`src/rtl/sha256_msg_schedule_if.sv`:
```
// Port bundle for the SHA-256 message-schedule expander: block input words in,
// schedule words W[t] out, plus the control/status strobes.
interface sha256_msg_schedule_if;
  // Both word ports use valid/ready: a transfer happens on a rising clock edge
  // where valid && ready; valid never waits on ready, and the sender holds the
  // payload stable while valid is high and ready is low.
  logic        start;
  logic [31:0] word_in;
  logic        word_in_valid;
  logic        word_in_ready;
  logic [31:0] w_out;
  logic [5:0]  w_index;
  logic        w_valid;
  logic        w_ready;
  logic        busy;
  logic        done;

  modport master (
    output start, word_in, word_in_valid, w_ready,
    input  word_in_ready, w_out, w_index, w_valid, busy, done
  );

  modport slave (
    input  start, word_in, word_in_valid, w_ready,
    output word_in_ready, w_out, w_index, w_valid, busy, done
  );
endinterface

```
`src/rtl/sha256_msg_schedule.sv`:
```
// SHA-256 message-schedule expander: takes the 16 words of one padded block and
// streams W[0..63] in round order through a single output register.
module sha256_msg_schedule (
  input  logic                         clock,
  input  logic                         reset,
  sha256_msg_schedule_if.slave         bus,
  output logic [1:0]                   state_dbg
);

  typedef enum logic [1:0] {
    IDLE   = 2'd0,
    LOAD   = 2'd1,
    EXPAND = 2'd2,
    FLUSH  = 2'd3
  } state_t;

  state_t      state_q, state_d;
  logic [31:0] wnd [16];
  logic [5:0]  t;
  logic [31:0] w_out_q;
  logic [5:0]  w_index_q;
  logic        w_valid_q;
  logic        done_q, done_d;
  logic        slot_free;
  logic        in_ready;
  logic        load;
  logic        clear_t;
  logic [31:0] load_data;
  logic [31:0] expand_word;

  function automatic logic [31:0] sigma0(input logic [31:0] x);
    return {x[6:0], x[31:7]} ^ {x[17:0], x[31:18]} ^ {3'b000, x[31:3]};
  endfunction

  function automatic logic [31:0] sigma1(input logic [31:0] x);
    return {x[16:0], x[31:17]} ^ {x[18:0], x[31:19]} ^ {10'd0, x[31:10]};
  endfunction

  // wnd[15] is W[t-1] and wnd[0] is W[t-16], so the taps are t-2, t-7, t-15, t-16.
  assign expand_word = sigma1(wnd[14]) + wnd[9] + sigma0(wnd[1]) + wnd[0];
  assign slot_free   = !w_valid_q || bus.w_ready;

  always_comb begin
    state_d   = state_q;
    in_ready  = 1'b0;
    load      = 1'b0;
    clear_t   = 1'b0;
    load_data = bus.word_in;
    done_d    = 1'b0;
    case (state_q)
      IDLE: begin
        if (bus.start) begin
          state_d = LOAD;
          clear_t = 1'b1;
        end
      end
      LOAD: begin
        in_ready = slot_free;
        if (bus.word_in_valid && slot_free) begin
          load = 1'b1;
          if (t == 6'd15) state_d = EXPAND;
        end
      end
      EXPAND: begin
        load_data = expand_word;
        if (slot_free) begin
          load = 1'b1;
          if (t == 6'd63) state_d = FLUSH;
        end
      end
      FLUSH: begin
        if (w_valid_q && bus.w_ready) begin
          state_d = IDLE;
          done_d  = 1'b1;
        end
      end
      default: state_d = IDLE;
    endcase
  end

  always_ff @(posedge clock) begin
    if (reset) begin
      state_q   <= IDLE;
      t         <= '0;
      w_out_q   <= '0;
      w_index_q <= '0;
      w_valid_q <= 1'b0;
      done_q    <= 1'b0;
      for (int i = 0; i < 16; i++) wnd[i] <= '0;
    end else begin
      state_q <= state_d;
      done_q  <= done_d;
      if (clear_t) t <= '0;
      if (load) begin
        for (int i = 0; i < 15; i++) wnd[i] <= wnd[i+1];
        wnd[15]   <= load_data;
        w_out_q   <= load_data;
        w_index_q <= t;
        w_valid_q <= 1'b1;
        t         <= t + 6'd1;
      end else if (w_valid_q && bus.w_ready) begin
        w_valid_q <= 1'b0;
      end
    end
  end

  assign bus.word_in_ready = in_ready;
  assign bus.w_out         = w_out_q;
  assign bus.w_index       = w_index_q;
  assign bus.w_valid       = w_valid_q;
  assign bus.busy          = (state_q != IDLE);
  assign bus.done          = done_q;
  assign state_dbg         = state_q;

endmodule

```
`src/flat_wrapper.sv`:
```
// flat-port wrapper written by rule: the top's interface ports become plain ports
module sha256_msg_schedule_flat 
  (clock, reset, state_dbg, bus_start, bus_word_in, bus_word_in_valid, bus_w_ready, bus_word_in_ready, bus_w_out, bus_w_index, bus_w_valid, bus_busy, bus_done);
  sha256_msg_schedule_if bus_i ();
  input  logic clock;
  input  logic reset;
  output logic [1:0] state_dbg;
  input wire logic [$bits(bus_i.start)-1:0] bus_start;
  input wire logic [$bits(bus_i.word_in)-1:0] bus_word_in;
  input wire logic [$bits(bus_i.word_in_valid)-1:0] bus_word_in_valid;
  input wire logic [$bits(bus_i.w_ready)-1:0] bus_w_ready;
  output wire logic [$bits(bus_i.word_in_ready)-1:0] bus_word_in_ready;
  output wire logic [$bits(bus_i.w_out)-1:0] bus_w_out;
  output wire logic [$bits(bus_i.w_index)-1:0] bus_w_index;
  output wire logic [$bits(bus_i.w_valid)-1:0] bus_w_valid;
  output wire logic [$bits(bus_i.busy)-1:0] bus_busy;
  output wire logic [$bits(bus_i.done)-1:0] bus_done;
  assign bus_i.start = bus_start;
  assign bus_i.word_in = bus_word_in;
  assign bus_i.word_in_valid = bus_word_in_valid;
  assign bus_i.w_ready = bus_w_ready;
  assign bus_word_in_ready = bus_i.word_in_ready;
  assign bus_w_out = bus_i.w_out;
  assign bus_w_index = bus_i.w_index;
  assign bus_w_valid = bus_i.w_valid;
  assign bus_busy = bus_i.busy;
  assign bus_done = bus_i.done;
  sha256_msg_schedule u_core (.clock(clock), .reset(reset), .bus(bus_i), .state_dbg(state_dbg));
endmodule
```
`config.mk`:
```
export PLATFORM = sky130hd
export DESIGN_NAME = sha256_msg_schedule_flat
export DESIGN_NICKNAME = d
export VERILOG_FILES = /design/src/rtl/sha256_msg_schedule_if.sv /design/src/rtl/sha256_msg_schedule.sv /design/src/flat_wrapper.sv
export SDC_FILE = /design/constraint.sdc
export NUM_CORES = 1
export LEC_CHECK = 0
export ABC_CLOCK_PERIOD_IN_PS = 39700
export CAP_MARGIN = 20
export CORE_ASPECT_RATIO = 2
export CORE_MARGIN = 2
export CORE_UTILIZATION = 45
export DETAILED_ROUTE_END_ITERATION = 6
export GPL_ROUTABILITY_DRIVEN = 0
export HOLD_SLACK_MARGIN = 0.06
export PLACE_DENSITY = 0.67
export SETUP_SLACK_MARGIN = 0.3
export SLEW_MARGIN = 20
export SYNTH_ARGS = -nofsm -noshare
export SYNTH_HDL_FRONTEND = slang
export SYNTH_SLANG_ARGS = --single-unit
```
`constraint.sdc`:
```
create_clock -name clock -period 39.7 [get_ports clock]
set_clock_uncertainty 0.2 [all_clocks]
set_input_delay 3.97 -clock clock [delete_from_list [all_inputs] [get_ports clock]]
set_output_delay 3.97 -clock clock [all_outputs]
set_load 0.1 [all_outputs]
```
Word level (Yosys, flattened, before mapping) --
Memory sizes are Yosys's and may differ from the RTL's. Index checks and enable logic that the tools add are counted.
Operators by class: add/sub/neg operators 4, $mul 0, div/mod/pow operators 0, $lt $le $gt $ge 0, equality and inequality tests 11, shifts and indexed selects 0, multiplexer cells 40, bitwise gates (word level) 21, reductions and logical operators 10
Operator list (count):
- 32-bit 2-to-1 mux | 17
- 32-bit adder | 3
- 32-bit XOR | 2
- 32-bit by 22-bit XOR with 32-bit output | 1
- 32-bit by 29-bit XOR with 32-bit output | 1
- 1-bit OR | 16
- 1-bit 2-to-1 mux | 13
- 2-bit 2-to-1 mux | 6
- 6-bit 2-to-1 mux | 2
- 2-bit by 1-bit != test with 1-bit output (second input constant) | 5
- 2-bit case mux with 4 select lines | 1
- 6-bit by 1-bit adder with 6-bit output (second input constant) | 1
- 6-bit by 4-bit == test with 1-bit output (second input constant) | 1
- 6-bit == test (second input constant) | 1
- 6-bit AND reduction | 1
- 2-bit nonzero test | 3
- 2-bit == test (second input constant) | 2
- 2-bit by 1-bit == test with 1-bit output (second input constant) | 1
- 1-bit logical AND | 2
- 2-bit logical NOT | 1
- 2-bit != test (second input constant) | 1
- 1-bit case mux with 2 select lines | 1
- 2-bit OR reduction | 1
- 1-bit logical NOT | 1
- 2 further kinds | 2
Storage, ports and cells: flip-flop bits (word level) 48, latch bits 0, bits in writable memories 512, bits in read-only memories 0, input bits 37, output and inout port bits 44, word-level logic and storage cells 93, memories kept 1
Memory list:
- u_core.wnd | depth 16, width 32, rd ports 16, clocked after Yosys merged registers in 0, write ports 16, line sha256_msg_schedule.sv:18 | logic [31:0] wnd [16];

Logic depth before layout (Yosys ltp) --
Gate-level depths: netlist of run 1.
depth in word-level cells 9, mapped depth 17, mapped depth without buffers 17

Worst setup path after synthesis of run 1 --
Ideal clock, no wire load.
path kind input to register, start point input port bus_w_ready, end point memory u_core.wnd[0][0], enable pin, library setup time 858 ps, arrival time 14846 ps, data required time 38642 ps, setup slack 23796 ps, cell stages on the path 7, buffers on the path 3, cell sequence nand2b_1 -> and3_1 -> clkbuf_1 -> buf_2 -> clkbuf_1 -> nor2_1 -> inv_1
RTL lines:
- from (decl) | line flat_wrapper.sv:11 | input wire logic [$bits(bus_i.w_ready)-1:0] bus_w_ready;
- to (decl) | line sha256_msg_schedule.sv:18

Final worst setup path of run 1 --
start point input port bus_w_ready, end point output port bus_word_in_ready
Between the ends: longest elaborated chain between the ends 2
RTL lines:
- 1-bit logical OR | line sha256_msg_schedule.sv:41 | assign slot_free = !w_valid_q || bus.w_ready;
- 1-bit 2-to-1 mux | line sha256_msg_schedule.sv:50 | case (state_q)
- to (decl) | line flat_wrapper.sv:12 | output wire logic [$bits(bus_i.word_in_ready)-1:0] bus_word_in_ready;
Every way passes these cells.

==> results of run 1 <==
-- state kept, by name, indices dropped and copies added, names as in the netlist --
signal and cells:
u_core.bus.w_out 32, u_core.bus.w_valid 1, u_core.t 6, u_core.bus.w_index 6
u_core.wnd 512, u_core.bus.done 1, u_core.state_dbg 2
-- cell families after synthesis --
group	count (synthesis)	synth area share
simple gates	676	0.151
mux	20	0.00791
compound gates	178	0.0493
buf+inv	269	0.0395
fa+ha+maj	99	0.0665
xor+xnor	141	0.0482
flops	560	0.637
-- routing by layer --
| layer | track usage | up-vias |
|---|---|---|
| met5 | 0 | - |
| met4 | 0.148 | 0 |
| met3 | 0.0253 | 184 |
| met2 | 0.360 | 442 |
| met1 | 0.228 | 7515 |
| li1 | - | 6884 |
-- worst max-delay path, cell delays in order --
cell             delay [ps]
clkdlybuf4s50_1         490
nand2b_1                200
and2_1                  170
clkdlybuf4s50_1        1130
-- final cells by class --
type,count,area [um^2]
clock buffers,61,1290
clock inverters,27,274
fillers,4884,27700
inverters,149,572
multi-input cells,1114,8290
flip-flops and latches,560,16300
well taps,750,938
repair buffers,94,935
-- metrics by stage --
stage,utilization,instance area [um^2],instances
after floorplan,-,25600,1943
after global placement,0.480,27000,2666
after detailed placement,0.480,27000,2666
after CTS,0.508,28600,2754
after global routing,0.508,28600,2755
final,0.508,28600,2755
-- worst max-delay path by stage --
stage	startpoint	end	slack, ps	cells past startpoint
global route	bus_w_ready	bus_word_in_ready	29550	4
finish	bus_w_ready	bus_word_in_ready	29570	4
CTS	bus_w_ready	bus_word_in_ready	29590	4
floorplan	bus_w_ready	u_core.wnd[0][0]	23800	7
global placement	bus_w_ready	bus_word_in_ready	29570	4
detailed placement	bus_w_ready	bus_word_in_ready	29580	4
-- cells in the final DEF (no fill, tap or decap), drive strengths merged, types with 17 or more instances in the layout --
cell | netlist | final
xnor2 | 119 | 119
xor2 | 22 | 22
clkbuf | 111 | 61
o21ai | 28 | 28
ha | 37 | 37
a21o | 17 | 17
inv | 149 | 153
mux2i | 18 | 18
a21oi | 50 | 50
nor2 | 83 | 83
a211oi | 34 | 34
nand2 | 53 | 53
dfxtp | 48 | 48
fa | 62 | 62
edfxtp | 512 | 512
and3 | 326 | 326
clkdlybuf4s50 | 0 | 79
nor2b | 164 | 164
==> flow_summary.ini, run 1 <==
[outcome]
status = complete, but fails checks
violations = design-rule violations

[clocking]
hold_buffers = 0
clock-root-buffer = clkbuf_16
cts_tree = built
cts_num_sinks = 560
cts_inserted_buffers = 48
clk_pin_slew_ps = 70
cts_setup_buffers = 0
htreeDepth = 2
post_cts_resized = 0
cts_max_path_buffers = 3
clk_latency_ps = 600

[die]
io_pins = 81
die_w_um = 173
die_h_um = 342
core_area_um2 = 56300
rows = 123
start_util = 0.455
die-area_um2 = 59000

[layout]
diodes = 0
nets = 2103
drive_gt1_frac = 0.0574
area_delta_synth_final_pct = 11.7

[setup_path]
reg2regPathDepth = 17
start_kind = input port
reg2reg_slack_ps = 34390
cp_max_fo = 5
rr_startpoint = u_core.wnd[3][84]
reg2reg_to = u_core.wnd[3][119]
critPathKind = in -> out
required_ps = 35530
cp-end-kind = output pin
critPathArrivalTime_ps = 5960

[worst_hold_path]
hp-class = reg -> reg
holdPathStages = 2
hold_start = u_core.bus.w_index[5]
hold_path_end = u_core.bus.w_index[5]

[logic_synthesis]
synthTopCellsByCount = edfxtp_1, and3_1, nor2b_1
ys_warn_count = 0
synth.most_common_cell = edfxtp_1
ys_types = 67
ys_ff_latch = 560
syn_area_per_cell_um2 = 13.2
synthFlopType = edfxtp_1
ys_seq_area_frac = 0.637
synth_nets = 2079
synthesis.area_um2 = 25600
synth_top_area_share = 0.600
async_flop_share = 0
syn_inst = 1943
synth_area_leader_cell = edfxtp_1
synth-edff-count = 512
netlist_top_cells_area = edfxtp_1, and3_1, fa_1, xnor2_1, nor2b_1

[route]
wl_per_cell_um = 21.8
finalWirelength_mm = 59.9
viasPerCell = 5.45
via_count = 15025
ant_nets = 0
wl_met3_mm = 2.27
drc_errors = 3
drtIter0Drc = 1144
top_layer = met4
drt-met1-wl_mm = 21.9
wl_met2_mm = 30.7
drtPass1Iterations = 7

[timing]
rsz0062_at_grt = false
worst_pin_slew_ps = 1160
max-slew-margin-rel = 0.222
setup_viol = 0
setup_slack_ps = 29570
whs_ps = 269
drv_slew = 0
fmax_mhz = 98.7
finalCriticalPeriod_ps = 10130
finalCritPeriodShare = 0.255
finalHoldViolations = 0
setup_tns_ps = 0

[global_routing]
antenna_found_initial = 0
grt-ovfl-total = 0
grt_pass1_vias = 15238
grt_pass1_wl_mm = 91.4
track_usage = 0.204
grt_start_max_net_pins = 191

[job]
timing.max_cap.violations = 0

[placement]
port_buffers = 80
hpwl_mm = 40.2
pre_cts_ws_ps = 29580
Power of run 1 is left out: the tool's default activity adds up to more than one toggle a clock period on the data nets, which glitch-free logic cannot reach.
==> inputs of run 2 (changes only) <==
--- a/config.mk
+++ b/config.mk
@@ -5,7 +5,7 @@
 export SDC_FILE = /design/constraint.sdc
 export NUM_CORES = 1
 export LEC_CHECK = 0
-export ABC_CLOCK_PERIOD_IN_PS = 39700
+export ABC_CLOCK_PERIOD_IN_PS = 9800
 export CAP_MARGIN = 20
 export CORE_ASPECT_RATIO = 2
 export CORE_MARGIN = 2
==> constraint.sdc (replaced) <==
create_clock -name clock -period 9.8 [get_ports clock]
set_clock_uncertainty 0.2 [all_clocks]
set_input_delay 0.98 -clock clock [delete_from_list [all_inputs] [get_ports clock]]
set_output_delay 0.98 -clock clock [all_outputs]
set_load 0.1 [all_outputs]
==> flow_summary.ini, run 2 (synthesized netlist as in run 1, its figures left out) <==
[die]
rows = 123
die-area_um2 = 59000
start_util = 0.455
die_w_um = 173
core_area_um2 = 56300
die_h_um = 342
io_pins = 81

[layout]
mostFrequentLayoutCell = edfxtp_1
fin_cells = 2751
top_register = u_core.wnd
register_area_um2 = 16300
diodes = 0
fin_area_um2 = 28600
post-route-util = 0.507
multiInputGateArea_um2 = 8310
area_delta_synth_final_pct = 11.5
largest_reg_flops = 512
n_fill_cell = 4918
drive_gt1_frac = 0.0565
layout_common_cells = edfxtp_1, and3_1, nor2b_1
nets = 2100

[clocking]
htreeDepth = 2
clk_pin_slew_ps = 70
post_cts_resized = 0
cts_inserted_buffers = 47
hold_buffers = 0
cts_num_sinks = 560
clk_latency_ps = 600
clock-root-buffer = clkbuf_16
cts_max_path_buffers = 3
cts_tree = built
cts_setup_buffers = 0

[route]
wl_per_cell_um = 22.2
viasPerCell = 5.48
via_count = 15067
drc_errors = 0
ant_nets = 0
drtIter0Drc = 1317
finalWirelength_mm = 61.1
drtPass1Iterations = 5

[setup_path]
required_ps = 9830
reg2regPathDepth = 9
startpoint = u_core.state_dbg[0]
start_kind = register
critPathArrivalTime_ps = 5870
reg2reg_slack_ps = 3960
cp-end-kind = register
cp_max_fo = 183
reg2reg_to = u_core.wnd[3][29]
rr_startpoint = u_core.state_dbg[0]
critPathKind = reg -> reg

[timing]
rsz0062_at_grt = false
finalCriticalPeriod_ps = 5840
worst_pin_slew_ps = 1110
setup_viol = 0
setup_slack_ps = 3960
drv_slew = 0
finalHoldViolations = 0
finalCritPeriodShare = 0.596
max-slew-margin-rel = 0.258
fmax_mhz = 171

[global_routing]
grt_pass1_vias = 15076
track_usage = 0.205
grt-ovfl-total = 0
grt_start_max_net_pins = 225
grt_pass1_wl_mm = 91.4
antenna_found_initial = 0

[worst_hold_path]
hp-class = reg -> reg
hold_path_end = u_core.bus.w_index[0]
hold_start = u_core.bus.w_index[0]
holdPathStages = 2

[placement]
pre_cts_ws_ps = 4020
post_dp_cell_area_um2 = 27100
dp_cells = 2665
port_buffers = 80
hpwl_mm = 41.3

[outcome]
status = complete, no violations

[job]
timing.max_cap.violations = 0
[run 2: final cells by class]
type / instances / area share
clock buffer: 60 / 0.0447
clock inverter: 26 / 0.00753
inverter: 149 / 0.0199
multi-input combinational: 1114 / 0.291
sequential: 560 / 0.572
tap: 750 / 0.0328
timing repair buffer: 92 / 0.0322
[run 2: critical path, cell delays in order, from the launching register on]
cell and delay [ps]:
dfxtp_4 360, inv_2 80, ha_2 830, inv_1 660, nand2_1 280, and3_4 780
nor2_4 110, clkinvlp_4 470, buf_12 650, buf_4 700
[run 2: routing by layer]
layer | part of all wire | GRT usage | vias up
li1 | - | - | 6884
met1 | 0.36 | 0.222 | 7510
met2 | 0.51 | 0.362 | 478
met3 | 0.041 | 0.0270 | 195
met4 | 0.088 | 0.160 | 0
met5 | 0 | 0 | -
[run 2: through the flow]
stage               setup TNS (ps)  hold WS (ps)
finish                           0           259
global route                     0           292
CTS                              0           263
detailed placement               0           249
global placement                 0           249
floorplan                  -148540           251
[run 2: worst max path at each step]
| stage | cells after the start | to | slack (ps) |
|---|---|---|---|
| 2_1_floorplan | 7 | u_core.wnd[0][0] | -290 |
| 3_3_place_gp | 9 | u_core.wnd[2][64] | 4150 |
| 3_5_place_dp | 9 | u_core.wnd[3][78] | 4020 |
| 4_1_cts | 9 | u_core.wnd[2][93] | 4040 |
| 5_1_grt | 9 | u_core.wnd[2][64] | 3570 |
| 6_report | 9 | u_core.wnd[3][29] | 3960 |
Power of run 2 is left out for the same reason.
